## src/rtl/layer2_window_fetcher.sv

```systemverilog
// layer2_window_fetcher
// Walks the layer-1 result map in KxK windows, one read per tap, and hands
// each assembled window to the layer-2 datapath over valid/ready. Fetching of
// a new window row waits until the producer has written all rows it touches.
module layer2_window_fetcher #(
    parameter int DATA_W = 128,
    parameter int MAP_W  = 30,
    parameter int K      = 3
) (
    input  logic                    clk,
    input  logic                    rst,
    input  logic                    start,
    input  logic [15:0]             rows_ready,
    output logic [15:0]             read_row_addr,
    output logic [15:0]             read_col_addr,
    output logic                    layer1_result_read_signal,
    input  logic [DATA_W-1:0]       layer1_result_output,
    output logic                    window_valid,
    input  logic                    window_ready,
    output logic [K*K*DATA_W-1:0]   window_data,
    output logic [15:0]             window_row,
    output logic [15:0]             window_col,
    output logic                    busy,
    output logic                    done
);

    localparam logic [15:0] L_LAST     = 16'(MAP_W - K);
    localparam logic [15:0] L_K        = 16'(K);
    localparam logic [15:0] L_KM1      = 16'(K - 1);
    localparam logic [7:0]  L_LAST_TAP = 8'(K * K - 1);

    typedef enum logic [2:0] {
        S_IDLE,
        S_WAIT_ROWS,
        S_FETCH,
        S_HOLD,
        S_DONE
    } state_t;

    state_t                  r_state;
    logic [15:0]             r_orow;
    logic [15:0]             r_ocol;
    logic [15:0]             r_kr;
    logic [15:0]             r_kc;
    logic [7:0]              r_tap;
    logic [15:0]             r_row_addr;
    logic [15:0]             r_col_addr;
    logic                    r_rd;
    logic                    r_valid;
    logic [K*K*DATA_W-1:0]   r_window_data;
    logic [15:0]             r_win_row;
    logic [15:0]             r_win_col;
    logic                    r_busy;
    logic                    r_done;

    // All rows covered by the current window row have been written.
    logic        w_rows_ok;
    logic [15:0] w_row_need;
    assign w_row_need = r_orow + L_K;
    assign w_rows_ok  = (rows_ready >= w_row_need);

    assign read_row_addr             = r_row_addr;
    assign read_col_addr             = r_col_addr;
    assign layer1_result_read_signal = r_rd;
    assign window_valid              = r_valid;
    assign window_data               = r_window_data;
    assign window_row                = r_win_row;
    assign window_col                = r_win_col;
    assign busy                      = r_busy;
    assign done                      = r_done;

    // Sequencer: window counters, tap issue, capture and handshake.
    // Each transition into FETCH preloads tap 0's address so the first read
    // is driven in the first FETCH cycle; data for the tap driven in a cycle
    // arrives via the falling-edge memory before that cycle's closing edge.
    always_ff @(posedge clk or posedge rst) begin
        if (rst) begin
            r_state       <= S_IDLE;
            r_orow        <= 16'd0;
            r_ocol        <= 16'd0;
            r_kr          <= 16'd0;
            r_kc          <= 16'd0;
            r_tap         <= 8'd0;
            r_row_addr    <= 16'd0;
            r_col_addr    <= 16'd0;
            r_rd          <= 1'b0;
            r_valid       <= 1'b0;
            r_window_data <= '0;
            r_win_row     <= 16'd0;
            r_win_col     <= 16'd0;
            r_busy        <= 1'b0;
            r_done        <= 1'b0;
        end else begin
            case (r_state)
                S_IDLE: begin
                    if (start) begin
                        r_orow  <= 16'd0;
                        r_ocol  <= 16'd0;
                        r_busy  <= 1'b1;
                        r_state <= S_WAIT_ROWS;
                    end
                end
                S_WAIT_ROWS: begin
                    if (w_rows_ok) begin
                        r_row_addr <= r_orow;
                        r_col_addr <= r_ocol;
                        r_kr       <= 16'd0;
                        r_kc       <= 16'd0;
                        r_tap      <= 8'd0;
                        r_rd       <= 1'b1;
                        r_state    <= S_FETCH;
                    end
                end
                S_FETCH: begin
                    r_window_data[int'(r_tap)*DATA_W +: DATA_W] <= layer1_result_output;
                    if (r_tap == L_LAST_TAP) begin
                        r_rd      <= 1'b0;
                        r_valid   <= 1'b1;
                        r_win_row <= r_orow;
                        r_win_col <= r_ocol;
                        r_state   <= S_HOLD;
                    end else begin
                        r_tap <= r_tap + 8'd1;
                        if (r_kc == L_KM1) begin
                            r_kc       <= 16'd0;
                            r_kr       <= r_kr + 16'd1;
                            r_row_addr <= r_orow + r_kr + 16'd1;
                            r_col_addr <= r_ocol;
                        end else begin
                            r_kc       <= r_kc + 16'd1;
                            r_col_addr <= r_ocol + r_kc + 16'd1;
                        end
                    end
                end
                S_HOLD: begin
                    if (r_valid && window_ready) begin
                        r_valid <= 1'b0;
                        if (r_ocol < L_LAST) begin
                            r_ocol     <= r_ocol + 16'd1;
                            r_row_addr <= r_orow;
                            r_col_addr <= r_ocol + 16'd1;
                            r_kr       <= 16'd0;
                            r_kc       <= 16'd0;
                            r_tap      <= 8'd0;
                            r_rd       <= 1'b1;
                            r_state    <= S_FETCH;
                        end else if (r_orow < L_LAST) begin
                            r_ocol  <= 16'd0;
                            r_orow  <= r_orow + 16'd1;
                            r_state <= S_WAIT_ROWS;
                        end else begin
                            r_done  <= 1'b1;
                            r_state <= S_DONE;
                        end
                    end
                end
                S_DONE: begin
                    r_done  <= 1'b0;
                    r_busy  <= 1'b0;
                    r_state <= S_IDLE;
                end
                default: begin
                    r_rd    <= 1'b0;
                    r_valid <= 1'b0;
                    r_done  <= 1'b0;
                    r_busy  <= 1'b0;
                    r_state <= S_IDLE;
                end
            endcase
        end
    end

endmodule

```

## config.mk

```make
export PLATFORM = sky130hd
export DESIGN_NAME = layer2_window_fetcher
export DESIGN_NICKNAME = d
export VERILOG_FILES = /design/src/rtl/layer2_window_fetcher.sv
export SDC_FILE = /design/constraint.sdc
export NUM_CORES = 2
export LEC_CHECK = 0
export ABC_AREA = 1
export BUFFER_PORTS_ARGS = -buffer_cell sky130_fd_sc_hd__buf_2
export CAP_MARGIN = 10
export CORE_AREA = 3 3 534 536
export DETAILED_ROUTE_END_ITERATION = 8
export DIE_AREA = 0 0 537 539
export PLACE_DENSITY = 0.48
export SLEW_MARGIN = 0
export SYNTH_ARGS = -nofsm -noshare
export SYNTH_HDL_FRONTEND = slang
export SYNTH_SLANG_ARGS = --single-unit
```

## constraint.sdc

```tcl
create_clock -name clk -period 48.5 [get_ports clk]
set_clock_uncertainty 0.1 [all_clocks]
set_input_delay 4.85 -clock clk [delete_from_list [all_inputs] [get_ports clk]]
set_output_delay 4.85 -clock clk [all_outputs]
set_load 0.02 [all_outputs]
```

==> reports/qor.txt <==
I/O Buffers -> 1,367
Wirelength per Cell -> 27.3 µm
Leak -> 36.2 nW
CP cell instances -> buf_2 > inv_8 > buf_4 > buf_4 > buf_16 > buf_4 > buf_4 > buf_4
First-pass GRT wire length -> 441 mm
Most used cell, CP -> buf_4
XOR/XNOR Fraction of Synth Area -> 0.00758
Cells after DPL -> 11,400
Hold Crit Class -> flip-flop to flip-flop
Hold-fix buffers at CTS -> 0
Synth top area cells -> dfrtp_1 (56%), nand2_1 (15%), nand4_1 (7.1%)
Critical register-to-register path startpoint -> r_tap[0]
Seq/Total Area, Yosys -> 0.561
# DRC -> 0
Worst hold slack -> 0.364 ns
Unrepaired setup endpoints after global routing -> no
Largest family of logic cells by synthesized area -> simple AND/OR/NAND/NOR gates
Fin util -> 0.260
Grt ovf -> 0
Setup violations, final -> 0
Cells after Synth -> 6,805
Dominant cell type by area after synthesis -> dfrtp_1
Synthesized cell area -> 0.0578 mm²
Synth Register Bits -> 1,295
Worst skew pair latency -> 0.82 ns
Worst r2r path cells -> 12
Synth Area in Simple Gates -> 0.284
Data required time at the worst endpoint -> 49.17 ns
Max cap viols -> 0
DRT antenna net count -> 0
WP data arrival -> 9.55 ns
Number of synthesized flops with an enable pin -> 0
Synthesized Nets -> 7,010
Routed WL -> 321 mm
WP buf/inv -> 8
Synth Warn # -> 0
Minimum clock period -> 8.88 ns
Top FF cell, synth -> dfrtp_1
VDD IR max -> 0.0489 mV
Initial antenna violation count -> 58
1st-pass router iterations -> 8
Clock-pin slew on the worst setup and hold paths -> 0.06 ns
Synth cell types -> 41
Via density -> 4.80
Fmax -> 113 MHz
CP startpoint -> rst
Hold Vio Cnt, Final -> 0
Largest net degree at the start of global routing -> 185
Die ar. -> 0.289 mm²
Resize count post-CTS -> 0
Total power -> 4.17 mW
Kind of start point of the critical path -> input pin
Die W -> 537 µm
Gr usage total -> 0.212
CP Capture Type -> asynchronous set/reset pin
Die Y -> 539 µm
Routed via count -> 56,300
Post-Layout Cell Count -> 11,700
Root Driver -> clkbuf_16
Crit-path leading delay family -> buffers and inverters
I/O pins -> 1,368
Power Dens Cells -> 57.1 mW/mm²
Hold endpoint -> window_data[697]
Worst reg-to-reg setup slack -> 41.70 ns
Commonest non-fill, non-tap cell in the layout -> nand2_1
Rel. slew slack -> 0.105
Post-synth ARST share -> 1.00
Compound-Gate Fraction of Synth Area -> 0.0737
Detailed Place HPWL -> 237 mm
Max clock buf depth -> 4
CTS buffer count -> 160
Commonest non-fill, non-tap cells in the layout -> nand2_1 (2,257), buf_2 (1,367), dfrtp_1 (1,294)
Htree depth -> 4
Pins Over Slew Limit -> 0
Critical path fanouts, max -> 91
Area grow syn2layout -> 26.5%
DR iter-0 viols -> 5,275
Hold wc startpoint -> window_data[697]
Worst-Margin Slew -> 1.34 ns
Setup bufs post-CTS -> 0
R2R Path End -> window_data[470]
FP Rows -> 195
Initial Utilization -> 0.205
Multiplexer share of the synthesized area -> 0.000585
WS Path Type -> input pin to asynchronous set/reset pin
Crit-path max cell delay -> 0.91 ns
Final period utilization -> 0.183
Top-area cell type share of the netlist area -> 0.561
Post-synthesis adder-cell area fraction -> 0.0126
WHS Path Cells -> 2
Core Box Area -> 0.281 mm²
Number of global-route vias before repair -> 54,200
Status -> finished, final reports clean
NumNets Final -> 8,060
TritonCTS clock tree -> built
Final GP Congestion -> 0.903
Share of layout cells above drive strength 1 -> 0.218
CP max stage cell -> buf_4
Clk sink count -> 1,295
Sum Neg Setup Slack -> 0 ns
Synth Area per Inst -> 8.49 µm²
==> synth_stat cells, types with 26 or more instances <==
cell / n
o21ai_0: 602
buf_4: 26
nand4_1: 658
nand3_1: 339
nand2_1: 2262
nor3_1: 226
nor2_1: 190
buf_2: 156
a21oi_1: 58
dfrtp_1: 1295
xor2_1: 40
clkbuf_1: 362
inv_1: 277
ha_1: 55
o21ai_1: 160
==> routing by layer <==
metal | wire, µm | share of wire | track usage | up-vias
met5 | 194 | 0.00060 | 0 | -
met4 | 14400 | 0.045 | 0.0847 | 24
met3 | 37000 | 0.12 | 0.0858 | 499
met2 | 137000 | 0.43 | 0.315 | 2716
met1 | 133000 | 0.41 | 0.273 | 28100
li1 | - | - | - | 25000
==> cells by family after synthesis <==
| logic type | Yosys count |
|---|---|
| buffers and inverters | 849 |
| muxes | 3 |
| AOI/OAI and AO/OA | 841 |
| and+or+nand+nor | 3710 |
| xor gates and xnor gates | 50 |
| DFF | 1295 |
| adders and majority gates | 57 |
==> worst max path at each step <==
stage	cells after the start	to	slack, ns
floorplan	1	busy	7.05
global placement	7	window_data[42]	38.47
detailed placement	7	window_data[42]	38.33
CTS	7	window_data[565]	39.26
global route	8	window_data[565]	38.96
finish	8	window_data[565]	39.62
==> power by group <==
group | switching (mW) | total, mW | internal (mW) | leakage [nW]
clock network | 0.516 | 1.23 | 0.715 | 2.58
logic | 1.23 | 1.54 | 0.310 | 18.2
registers | 0.135 | 1.40 | 1.27 | 15.4
total | 1.88 | 4.17 | 2.29 | 36.2
==> final cells by class <==
class                      instances  area [µm²]
fill                           30900      208000
sequential                      1295       32400
multi-input combinational       4661       22000
timing repair buffer            1450        7560
tap                             3743        4680
clock buffer                     233        4630
inverter                         287        1120
clock inverter                    51         631
antenna                           21        52.6
==> tightest hold or removal path: stages (launching register included) <==
cell and delay (ns):
dfrtp_1 0.34, nand2_1 0.05, nand2_1 0.05
==> state kept, by name (all words and copies together) (netlist names) <==
name / count
window_data: 1152
r_kc: 16
r_kr: 16
r_ocol: 16
r_orow: 16
read_col_addr: 16
read_row_addr: 16
window_col: 16
window_row: 16
r_tap: 8
r_state: 3
busy: 1
done: 1
layer1_result_read_signal: 1
window_valid: 1
==> per-stage QoR <==
stage               area (µm²)  worst slack (ns)
finish                   73100             39.62
global route             73100             38.96
CTS                      73000             39.26
detailed placement       67800             38.33
global placement         67800             38.47
floorplan                57800              7.05
No activity file was read; power rests on OpenSTA's default activity.
